<file path="config.mk">
export PLATFORM = sky130hd
export DESIGN_NAME = alu_seq
export DESIGN_NICKNAME = d
export VERILOG_FILES = /design/src/rtl/alu_seq.sv
export SDC_FILE = /design/constraint.sdc
export NUM_CORES = 1
export LEC_CHECK = 0
export CAP_MARGIN = 5
export CORE_ASPECT_RATIO = 1.1
export CORE_UTILIZATION = 55
export DETAILED_ROUTE_END_ITERATION = 7
export PLACE_DENSITY = 0.81
export REMOVE_ABC_BUFFERS = 1
export SLEW_MARGIN = 20
export SYNTH_ARGS = -nofsm -noshare
export SYNTH_HDL_FRONTEND = slang
export SYNTH_SLANG_ARGS = --single-unit
</file>
<file path="constraint.sdc">
create_clock -name clk -period 5.8 [get_ports clk]
set_input_delay 1.16 -clock clk [delete_from_list [all_inputs] [get_ports clk]]
set_output_delay 1.16 -clock clk [all_outputs]
set_load 0.05 [all_outputs]
</file>
<file path="src/rtl/alu_seq.sv">
// Sequential ALU stage: single-cycle add/sub/pass/inc/shift with registered result and flags.
// Define ALU_MUL_EN to build the iterative 16-cycle shift-add multiplier for op 6.
module alu_seq #(
    parameter int WIDTH = 16
) (
    input  logic             clk,
    input  logic             rst_n,
    input  logic [2:0]       alu_op,
    input  logic             start,
    input  logic [WIDTH-1:0] A_bus,
    input  logic [WIDTH-1:0] B_bus,
    output logic [WIDTH-1:0] C_bus,
    output logic             z_flag,
    output logic             c_flag,
    output logic             busy,
    output logic             done
);
    localparam logic [2:0] OP_ADD   = 3'd1;
    localparam logic [2:0] OP_SUB   = 3'd2;
    localparam logic [2:0] OP_PASSB = 3'd3;
    localparam logic [2:0] OP_INCA  = 3'd4;
    localparam logic [2:0] OP_SHR   = 3'd5;
    localparam logic [2:0] OP_MUL   = 3'd6;

    logic [WIDTH-1:0] res_s;
    logic [WIDTH:0]   ext_s;
    logic [3:0]       sh_s;
    logic             cout_s;
    logic             wr_s;

    logic [WIDTH-1:0] c_bus_q, c_bus_d;
    logic             z_flag_q, z_flag_d;
    logic             c_flag_q, c_flag_d;
    logic             done_q, done_d;

    // Single-cycle result and carry straight from the operand buses
    always_comb begin
        res_s  = {WIDTH{1'b0}};
        ext_s  = {(WIDTH+1){1'b0}};
        sh_s   = B_bus[3:0];
        cout_s = 1'b0;
        wr_s   = 1'b1;
        case (alu_op)
            OP_ADD: begin
                ext_s  = {1'b0, A_bus} + {1'b0, B_bus};
                res_s  = ext_s[WIDTH-1:0];
                cout_s = ext_s[WIDTH];
            end
            OP_SUB: begin
                ext_s  = {1'b0, A_bus} - {1'b0, B_bus};
                res_s  = ext_s[WIDTH-1:0];
                cout_s = ext_s[WIDTH];
            end
            OP_PASSB: res_s = B_bus;
            OP_INCA: begin
                ext_s  = {1'b0, A_bus} + {{WIDTH{1'b0}}, 1'b1};
                res_s  = ext_s[WIDTH-1:0];
                cout_s = ext_s[WIDTH];
            end
            OP_SHR: begin
                res_s = A_bus >> sh_s;
                if (sh_s == 4'd0) begin
                    cout_s = 1'b0;
                end else begin
                    cout_s = A_bus[sh_s - 4'd1];
                end
            end
            default: wr_s = 1'b0;
        endcase
    end

`ifdef ALU_MUL_EN
    typedef enum logic {ST_IDLE = 1'b0, ST_RUN = 1'b1} state_t;

    state_t             state_q, state_d;
    logic [WIDTH-1:0]   mcand_q, mcand_d;
    logic [2*WIDTH-1:0] prod_q, prod_d;
    logic [3:0]         cnt_q, cnt_d;
    logic               busy_q, busy_d;
    logic [WIDTH:0]     acc_s;
    logic [2*WIDTH-1:0] step_s;

    // Low half of prod_q holds the remaining multiplier bits; each step adds into the high half and shifts right
    always_comb begin
        if (prod_q[0]) begin
            acc_s = {1'b0, prod_q[2*WIDTH-1:WIDTH]} + {1'b0, mcand_q};
        end else begin
            acc_s = {1'b0, prod_q[2*WIDTH-1:WIDTH]};
        end
        step_s = {acc_s, prod_q[WIDTH-1:1]};
    end

    // Next-state and next-output logic
    always_comb begin
        state_d  = state_q;
        mcand_d  = mcand_q;
        prod_d   = prod_q;
        cnt_d    = cnt_q;
        busy_d   = 1'b0;
        done_d   = 1'b0;
        c_bus_d  = c_bus_q;
        z_flag_d = z_flag_q;
        c_flag_d = c_flag_q;
        case (state_q)
            ST_IDLE: begin
                if (start && (alu_op == OP_MUL)) begin
                    state_d = ST_RUN;
                    busy_d  = 1'b1;
                    mcand_d = A_bus;
                    prod_d  = {{WIDTH{1'b0}}, B_bus};
                    cnt_d   = 4'd0;
                end else if (start && wr_s) begin
                    done_d   = 1'b1;
                    c_bus_d  = res_s;
                    z_flag_d = (res_s == {WIDTH{1'b0}});
                    c_flag_d = cout_s;
                end else begin
                    done_d = start;
                end
            end
            ST_RUN: begin
                prod_d = step_s;
                cnt_d  = cnt_q + 4'd1;
                if (cnt_q == 4'd15) begin
                    state_d  = ST_IDLE;
                    done_d   = 1'b1;
                    c_bus_d  = step_s[WIDTH-1:0];
                    z_flag_d = (step_s[WIDTH-1:0] == {WIDTH{1'b0}});
                    c_flag_d = |step_s[2*WIDTH-1:WIDTH];
                end else begin
                    busy_d = 1'b1;
                end
            end
            default: state_d = ST_IDLE;
        endcase
    end

    // Multiplier state, counter and datapath registers
    always_ff @(posedge clk) begin
        if (!rst_n) begin
            state_q <= ST_IDLE;
            mcand_q <= {WIDTH{1'b0}};
            prod_q  <= {(2*WIDTH){1'b0}};
            cnt_q   <= 4'd0;
            busy_q  <= 1'b0;
        end else begin
            state_q <= state_d;
            mcand_q <= mcand_d;
            prod_q  <= prod_d;
            cnt_q   <= cnt_d;
            busy_q  <= busy_d;
        end
    end

    assign busy = busy_q;
`else
    // Every accepted op finishes in one cycle; op 6 falls into the hold path with the reserved code
    always_comb begin
        done_d   = 1'b0;
        c_bus_d  = c_bus_q;
        z_flag_d = z_flag_q;
        c_flag_d = c_flag_q;
        if (start && wr_s) begin
            done_d   = 1'b1;
            c_bus_d  = res_s;
            z_flag_d = (res_s == {WIDTH{1'b0}});
            c_flag_d = cout_s;
        end else begin
            done_d = start;
        end
    end

    assign busy = 1'b0;
`endif

    // Result, flag and completion registers
    always_ff @(posedge clk) begin
        if (!rst_n) begin
            c_bus_q  <= {WIDTH{1'b0}};
            z_flag_q <= 1'b0;
            c_flag_q <= 1'b0;
            done_q   <= 1'b0;
        end else begin
            c_bus_q  <= c_bus_d;
            z_flag_q <= z_flag_d;
            c_flag_q <= c_flag_d;
            done_q   <= done_d;
        end
    end

    assign C_bus  = c_bus_q;
    assign z_flag = z_flag_q;
    assign c_flag = c_flag_q;
    assign done   = done_q;
endmodule

</file>
# After elaboration in Yosys (flattened, before gate mapping)
# Cells that the tools add are included.
dict set report word_totals {
  word_cells 26
  regBits 19
  input_bits 38
}
dict set report classes {
  magnitude_cmp 1
  n_addsub 4
  eq_ne 5
  muxes 7
  n_shift 1
  n_reduce_logical 4
}
# operator n
set op_table {}
lappend op_table {{$pmux 16 s5} 1}
lappend op_table {{$add 16x1->17 const B} 1}
lappend op_table {{$add 16x16->17} 1}
lappend op_table {{$sub 16x16->17} 1}
lappend op_table {{$logic_not 16->1} 1}
lappend op_table {{$shr 16x4->16} 1}
lappend op_table {{$eq 3x2->1 const B} 2}
lappend op_table {{$eq 3x3->1 const B} 2}
lappend op_table {{$lt 4x5->1 const B} 1}
lappend op_table {{$reduce_or 5->1} 1}
lappend op_table {{$bmux 1 s4} 1}
lappend op_table {{$logic_not 4->1} 1}
lappend op_table {{$mux 1} 4}
lappend op_table {{$pmux 1 s4} 1}
lappend op_table {{$sub 4x1->4 const B} 1}
lappend op_table {{$eq 3x1->1 const B} 1}
lappend op_table {{$logic_and 1x1->1} 1}

# Logic depth before layout (Yosys ltp)
# Gate-level depths: netlist of the first run.
dict set report depth {
  word_depth 5
  mapped_depth 14
  mapped_depth_nobuf 13
}

# Least setup slack after synthesis of the first run
# No wires, ideal clock.
dict set report synth_path {
  kind {input to register}
  start {input B_bus[2]}
  end {register z_flag_q, in the netlist z_flag}
  t_arrival_ns 4.056
  n_path_buf 2
  slack_ns 1.675
  path_stages 14
  setup_time_ns 0.069
  path_cell_list {clkbuf_1 > inv_1 > buf_2 > ha_1 > or2b_1 > a21oi_2 > o41a_1 > a41o_1 > a221o_1 > a21oi_1 > and3_1 > nand4_1 > or4_1 > o21ai_1}
}
dict set report synth_via {
  elab_chain_cells 3
}
# element line_no
set synth_rtl {}
lappend synth_rtl {{start: declaration} 11} ;# input logic [WIDTH-1:0] B_bus,
lappend synth_rtl {{$sub 16x16->17, or another cell as far along} 50} ;# ext_s = {1'b0, A_bus} - {1'b0, B_bus};
lappend synth_rtl {{$pmux 16 s5 *} 43} ;# case (alu_op)
lappend synth_rtl {{$logic_not 16->1 *} 166} ;# z_flag_d = (res_s == {WIDTH{1'b0}});
lappend synth_rtl {{end signal: assignment} 185} ;# z_flag_q <= z_flag_d;
lappend synth_rtl {{end: declaration} 32} ;# logic z_flag_q, z_flag_d;
# Every way passes the cells marked *; elsewhere a longest branch is shown, timed or not.
# A chain may end at the register's enable or synchronous reset.

# Worst setup path in the final report of the first run
dict set report layout_path {
  start {input B_bus[3]}
  end {register z_flag_q, in the netlist z_flag}
}
# Same word-level chain as after synthesis.

==> results of run 1 <==
-- final timing paths --
kind	from	end	slack, ps	depth (start not counted)
worst max register to register	C_bus[11]$_SDFFE_PN0P_	C_bus[11]$_SDFFE_PN0P_	5090	2
worst min-delay path	z_flag$_SDFFE_PN0P_	z_flag$_SDFFE_PN0P_	470	2
worst min register to register	z_flag$_SDFFE_PN0P_	z_flag$_SDFFE_PN0P_	470	2
worst max-delay path	B_bus[3]	z_flag$_SDFFE_PN0P_	1040	14
-- metrics by stage --
| stage | cells | hold WS [ps] | util (%) | area (µm²) | total power, µW |
|---|---|---|---|---|---|
| after CTS | 629 | 468 | 66.6 | 4420 | 644 |
| after floorplan | 478 | 664 | - | 3640 | 412 |
| after global placement | 625 | 467 | 65.8 | 4370 | 544 |
| final | 629 | 465 | 66.6 | 4420 | 650 |
| after global routing | 629 | 511 | 66.6 | 4420 | 688 |
| after detailed placement | 625 | 449 | 65.9 | 4370 | 549 |
-- cells in the mapped netlist, types with 8 or more instances --
cell      number  area (µm²)
a21oi_1       38         190
inv_1         30         113
mux4_2        10         225
nor2b_1        8        50.1
dfxtp_1       19         380
mux2i_1       19         190
nor2_1        50         188
nand3_1       11        55.1
nand2b_1      10        62.6
ha_1          35         438
a211oi_1      20         150
nand4_1        9        56.3
clkbuf_1      22        82.6
o21ai_0       32         160
xnor2_1       19         166
nor3_1        12        60.1
nand2_1       34         128
-- placed cells by master (no fill, tap or decap), types with 5 or more instances in the layout --
cell              n
a211oi_1         20
a21o_1            6
a21oi_1          38
a22oi_1           7
and3_1            7
buf_4             9
clkdlybuf4s50_1  56
dfxtp_1          19
ha_1             35
inv_1            30
mux2i_1          19
mux4_2           10
nand2_1          34
nand2b_1         10
nand3_1          11
nand4_1           9
nor2_1           49
nor2b_1           8
nor3_1           12
o21a_1            5
o21ai_0          32
o21bai_1          6
o221ai_1          5
or3_1             5
xnor2_1          19
xor2_1            6
-- power groups by stage --
stage,Sequential [µW],Clock [µW],Combinational (µW)
finish,145,92.2,413
global route,145,98.7,443
CTS,145,94.4,404
detailed placement,148,0,402
global placement,147,0,397
floorplan,180,0,231
-- cell families after synthesis --
family / after synthesis
XOR/XNOR: 25
adder cells (fa/ha/maj): 37
AND/OR/NAND/NOR: 162
flip-flops: 19
multiplexers: 30
other: 1
AO/OA/AOI/OAI: 170
buffers and inverters: 67
-- registers in the layout, indices dropped and copies added (netlist names) --
signal  count
c_flag      1
done        1
z_flag      1
C_bus      16
-- cell type report --
type / count / area, µm²
clock buffer: 3 / 41.3
fill: 608 / 2220
multi-input combinational: 425 / 3130
timing repair buffer: 65 / 628
sequential: 19 / 380
clock inverter: 1 / 5.00
tap: 82 / 103
inverter: 34 / 128
-- layer usage --
layer / GRT usage [%] / share of wire [%] / vias up
met1: 42.6 / 40 / 1970
met5: 0 / 0 / -
li1: - / - / 1978
met4: 18.3 / 5.3 / 0
met3: 4.18 / 7.1 / 48
met2: 58.2 / 47 / 223
-- worst max-delay path: stages --
cell             delay [ps]
clkdlybuf4s50_1         460
buf_4                   180
clkinv_1                220
ha_1                    520
o21a_1                  180
o31a_1                  250
o211ai_2                140
a311oi_1                620
o21bai_1                140
a21o_1                  180
a21oi_1                 210
nand4_1                 110
or4_1                   480
o21ai_1                  90
==> impl_results.md, run 1 <==
- Status: complete, no violations
- Netlist Area Pre-Place: roughly 0.0038 mm²
- Max-cap viol count: 0
- # diodes: 0
- Synth Area in Compound Gates: 31.9%
- Worst VDD drop: 0.139 mV
- Grt total ovfl: 0
- Num CTS Buffers: 3
- Initial DRT Pass Iterations: 5
- DR iter-0 viols: about 450
- Seq cells post-synth: 19
- Clock share of power: 14.2%
- Flop pwr share: 22.2%
- DRC viols: 0
- Crit. End Element: register
- Sw Pwr: about 300 µW
- Max Root-Sink Buffers: 2
- P&R area growth vs syn: 16.6%
- PnR worst setup slack: 1040 ps
- Mean area per synthesized cell: ~7.4 µm²
- Core Region: 0.00663 mm²
- TritonCTS clock tree: done
- Die footprint: between 0.007 and 0.008 mm²
- Pwr dens: between 100 and 150 mW/mm²
- Max Clock Freq: 0.210 GHz
- DR vias/cell: 6.71
- Initial antenna violation count: 0
- Vias in the first global route: ~4000
- Comb pwr share: approximately 64%
- Number of synthesized flops with an enable pin: 0
- Count of pins over their slew limit: 0
- Worst hold-check path type: reg -> reg
- # setup viols final: 0
- Largest net degree at the start of global routing: 33
- Req. time, crit path: approximately 6000 ps
- Gr usage total: roughly a third
- First-pass GRT wire length: between 15 and 20 mm
- Mapped Cells: 511
- Largest family of logic cells by synthesized area: compound AO/OA/AOI/OAI gates
- Final setup TNS: 0 ps
- Final Cycle Share: between 80 and 90%
- Worst path arrival time: approximately 5000 ps
- I/O pins: 58
- RSZ-0062 raised after global routing: false
- Syn. warnings: 0
- Vias: around 4200
- Routed WL: 12.1 mm
- Layout cells sized above 1: a little under 7%
- Global placer's final weighted congestion: 0.985
- Hold Vio Cnt, Final: 0
- Switching part of the total: a little under half
- Register clock-pin slew on the reported worst setup and hold paths: 70 ps
- Clock sinks: 19
- Row cnt: 31
- Lkg Pwr: between 0.0015 and 0.002 µW
- Adder-Cell Fraction of Synth Area: between 10% and 20%
- Clk_lat worst skew: between 200 and 300 ps
- Yosys cell types: 75
- Dpl ws: between 800 and 900 ps
- Initial Util: between 50% and 60%
- Worst-Margin Slew: 1020 ps
- Sequential fraction of the synthesis area: approximately a tenth
- CTS Hold Bufs: 0
- CTS H-tree lvls: 1
- DIE WIDTH: about 81 µm
- Quantity of gates resized following cts: 0
- Post-Synth XOR/XNOR Area: 5.78%
- Crit path time final: approximately 4800 ps
- Root Buffer: clkbuf_8
- Hpwl dp: 9.39 mm
- Startpoint types: input pin
- Relative slew margins: 31.7%
- Crit-path max FO: 14
- Setup CP Type: in -> reg
- Final ANT Viol Nets: 0
- Skew final: 0 ps
- Fin nets: 623
- IO Port Bufs: between 50 and 60
- Simple-gate share of the synthesized area: about a fifth
- Mux share of post-synthesis cell area: 11.3%
- P_int: around 350 µW
- Ys async rst share: 0%
- WL/cell: between 15 and 20 µm
- Post-CTS Setup Inserts: 0
- Synth Flop Type: dfxtp_1
- Die Span Y: between 80 and 90 µm
(Power assumes the default switching activity.)
==> run 2, diff against run 1 <==
==> constraint.sdc (replaced) <==
create_clock -name clk -period 4.4 [get_ports clk]
set_input_delay 0.88 -clock clk [delete_from_list [all_inputs] [get_ports clk]]
set_output_delay 0.88 -clock clk [all_outputs]
set_load 0.05 [all_outputs]
==> run 2 against run 1 <==
  * Core utilization increased by 3.2 points
  * Critical path type unchanged
  * Register-to-register slack got worse by 1500 ps
  * Critical endpoint unchanged
  * Die area unchanged
  * First-iteration DRC count decreased by 9.1%
  * Highest routed layer unchanged
  * Clock skew is the same
  * Non-clock buffer count increased by 29
  * Cell count rose by 4.6%
  * Sequential share of layout area down 0.40 points
  * Worst hold slack improved by 17 ps
==> impl_results.md, run 2 (synthesis gave the netlist of run 1 again) <==
- Status: complete, no violations (unchanged)
- Clock sinks: 19 (unchanged)
- Initial antenna violation count: 0 (unchanged)
- Num CTS Buffers: 3 (unchanged)
- RSZ-0062 raised after global routing: false (unchanged)
- Die Span Y: 89.0 µm (unchanged)
- Clk_lat worst skew: 250 ps (was 260 ps)
- Worst hold-check path type: reg -> reg (unchanged)
- Worst VDD drop: 0.132 mV (was 0.139 mV)
- Vias in the first global route: 4237 (was 3969)
- Most frequent cells in the layout: clkdlybuf4s50_1, nor2_1, a21oi_1, buf_4, ha_1 (was clkdlybuf4s50_1, nor2_1, a21oi_1, ha_1, nand2_1)
- Die footprint: 0.00722 mm² (unchanged)
- Hold Vio Cnt, Final: 0 (unchanged)
- Count of pins over their slew limit: 0 (unchanged)
- Crit path time final: 4240 ps
- DIE WIDTH: 81.1 µm (unchanged)
- Setup CP Type: in -> reg (unchanged)
- Worst path arrival time: 4440 ps (was 4950 ps)
- Quantity of gates resized following cts: 0 (unchanged)
- Final ANT Viol Nets: 0 (unchanged)
- Max-cap viol count: 0 (unchanged)
- Initial Util: 57.1% (unchanged)
- # diodes: 0 (unchanged)
- Hold slack: 482 ps (was 465 ps)
- Commonest non-fill, non-tap cell in the layout: clkdlybuf4s50_1 (unchanged)
- First-pass GRT wire length: 20.3 mm (was 19.3 mm)
- Skew final: 0 ps (unchanged)
- Row cnt: 31 (unchanged)
- Max reg flops: 16 (unchanged)
- Max Root-Sink Buffers: 2 (unchanged)
- Root Buffer: clkbuf_8 (unchanged)
- Req. time, crit path: 4590 ps (was 5990 ps)
- Flop pwr share: 21.4% (was 22.2%)
- Worst-Margin Slew: 857 ps (was 1020 ps)
- Register clock-pin slew on the reported worst setup and hold paths: 70 ps (about the same)
- Grt total ovfl: 0 (unchanged)
- Filler cells: 552 (was 608)
- Relative slew margins: 42.7% (was 31.7%)
- Core Region: 0.00663 mm² (unchanged)
- DR iter-0 viols: 408 (was 449)
- Vias: 4401 (was 4219)
- Placed instance area: 0.00458 mm² (was 0.00437 mm²)
- I/O pins: 58 (unchanged)
- Lkg Pwr: 0.00190 µW (was 0.00177 µW)
- CTS H-tree lvls: 1 (unchanged)
- Crit. End Element: register (unchanged)
- WL/cell: 19.4 µm (was 19.3 µm)
- Max Clock Freq: between 0.2 and 0.25 GHz
- Util after Layout: 69.8% (was 66.6%)
- # setup viols final: 0 (unchanged)
- DR vias/cell: 6.69 (was 6.71)
- Post-CTS Setup Inserts: 0 (unchanged)
- Layout cells sized above 1: 11.3% (was 6.95%)
- Fin area: 0.00463 mm² (was 0.00442 mm²)
- Final setup TNS: 0 ps (unchanged)
- Hpwl dp: 9.83 mm (was 9.39 mm)
- Crit-path max FO: 7 (was 14)
- Comb pwr share: 64.8% (was 63.6%)
- Global placer's final weighted congestion: 0.989 (was 0.985)
- Pwr dens: 192 mW/mm² (was 147 mW/mm²)
- Final Cycle Share: 96.4%
- Switching part of the total: 45.2% (was 46.0%)
- P&R area growth vs syn: 22.2% (was 16.6%)
- Fin nets: 652 (was 623)
- Overall Power: 891 µW (was 650 µW)
- Routed WL: 12.7 mm (was 12.1 mm)
- TritonCTS clock tree: done (unchanged)
- P_int: 489 µW (was 351 µW)
- DRC viols: 0 (unchanged)
- CTS Hold Bufs: 0 (unchanged)
- Clock share of power: 13.8% (was 14.2%)
- Initial DRT Pass Iterations: 5 (unchanged)
- FF/Latch Area: 380 µm² (unchanged)
- Sw Pwr: 402 µW (was 299 µW)
- Gr usage total: 36.6% (was 34.4%)
- Startpoint types: input pin (unchanged)
- IO Port Bufs: 56 (unchanged)
- Largest net degree at the start of global routing: 33 (unchanged)
- Multi-input gate area: 0.00313 mm² (about the same)
run 2: cell type report:
cell class / count / area share, %
Sequential cell: 19 / 8.22
Multi-Input combinational cell: 425 / 67.6
Tap cell: 82 / 2.22
Inverter: 34 / 2.76
Clock buffer: 4 / 0.973
Timing Repair Buffer: 94 / 18.3
run 2: path summary, 6_finish.rpt:
kind	start	end	slack, ps	cells past startpoint
worst max register to register	C_bus[11]$_SDFFE_PN0P_	C_bus[11]$_SDFFE_PN0P_	3610	2
worst min register to register	c_flag$_SDFFE_PN0P_	c_flag$_SDFFE_PN0P_	480	2
worst max-delay path	A_bus[0]	z_flag$_SDFFE_PN0P_	160	13
worst min-delay path	c_flag$_SDFFE_PN0P_	c_flag$_SDFFE_PN0P_	480	2
run 2: metal layers:
metal / vias to the layer above / track usage, % / routed length, µm
met5: - / 0 / 0
met2: 257 / 59.3 / 5980
met4: 0 / 23.9 / 752
li1: 2039 / - / -
met1: 2041 / 45.3 / 5000
met3: 64 / 4.90 / 1000
run 2: worst max-delay path, stage by stage:
cell and delay, ps:
clkdlybuf4s50_1 420, buf_4 170, ha_1 220, fa_1 410
a21oi_1 260, o41ai_2 170, a311oi_1 590, o21ai_0 270
nand3_1 150, nor4bb_1 330, nand2_1 70, or4_1 400
o21ai_1 80
run 2: metrics by stage:
stage / std cells / setup slack [ps]
after floorplan: 478 / 766
after global placement: 654 / 153
after detailed placement: 654 / 7.20
after CTS: 658 / 289
after global routing: 658 / 115
final: 658 / 158
run 2: power groups by stage:
stage	Combinational [µW]	Sequential (µW)	Clock, µW
final	577	191	123
after floorplan	305	238	0
after CTS	565	191	123
after detailed placement	562	194	0
after global placement	550	194	0
after global routing	620	192	131
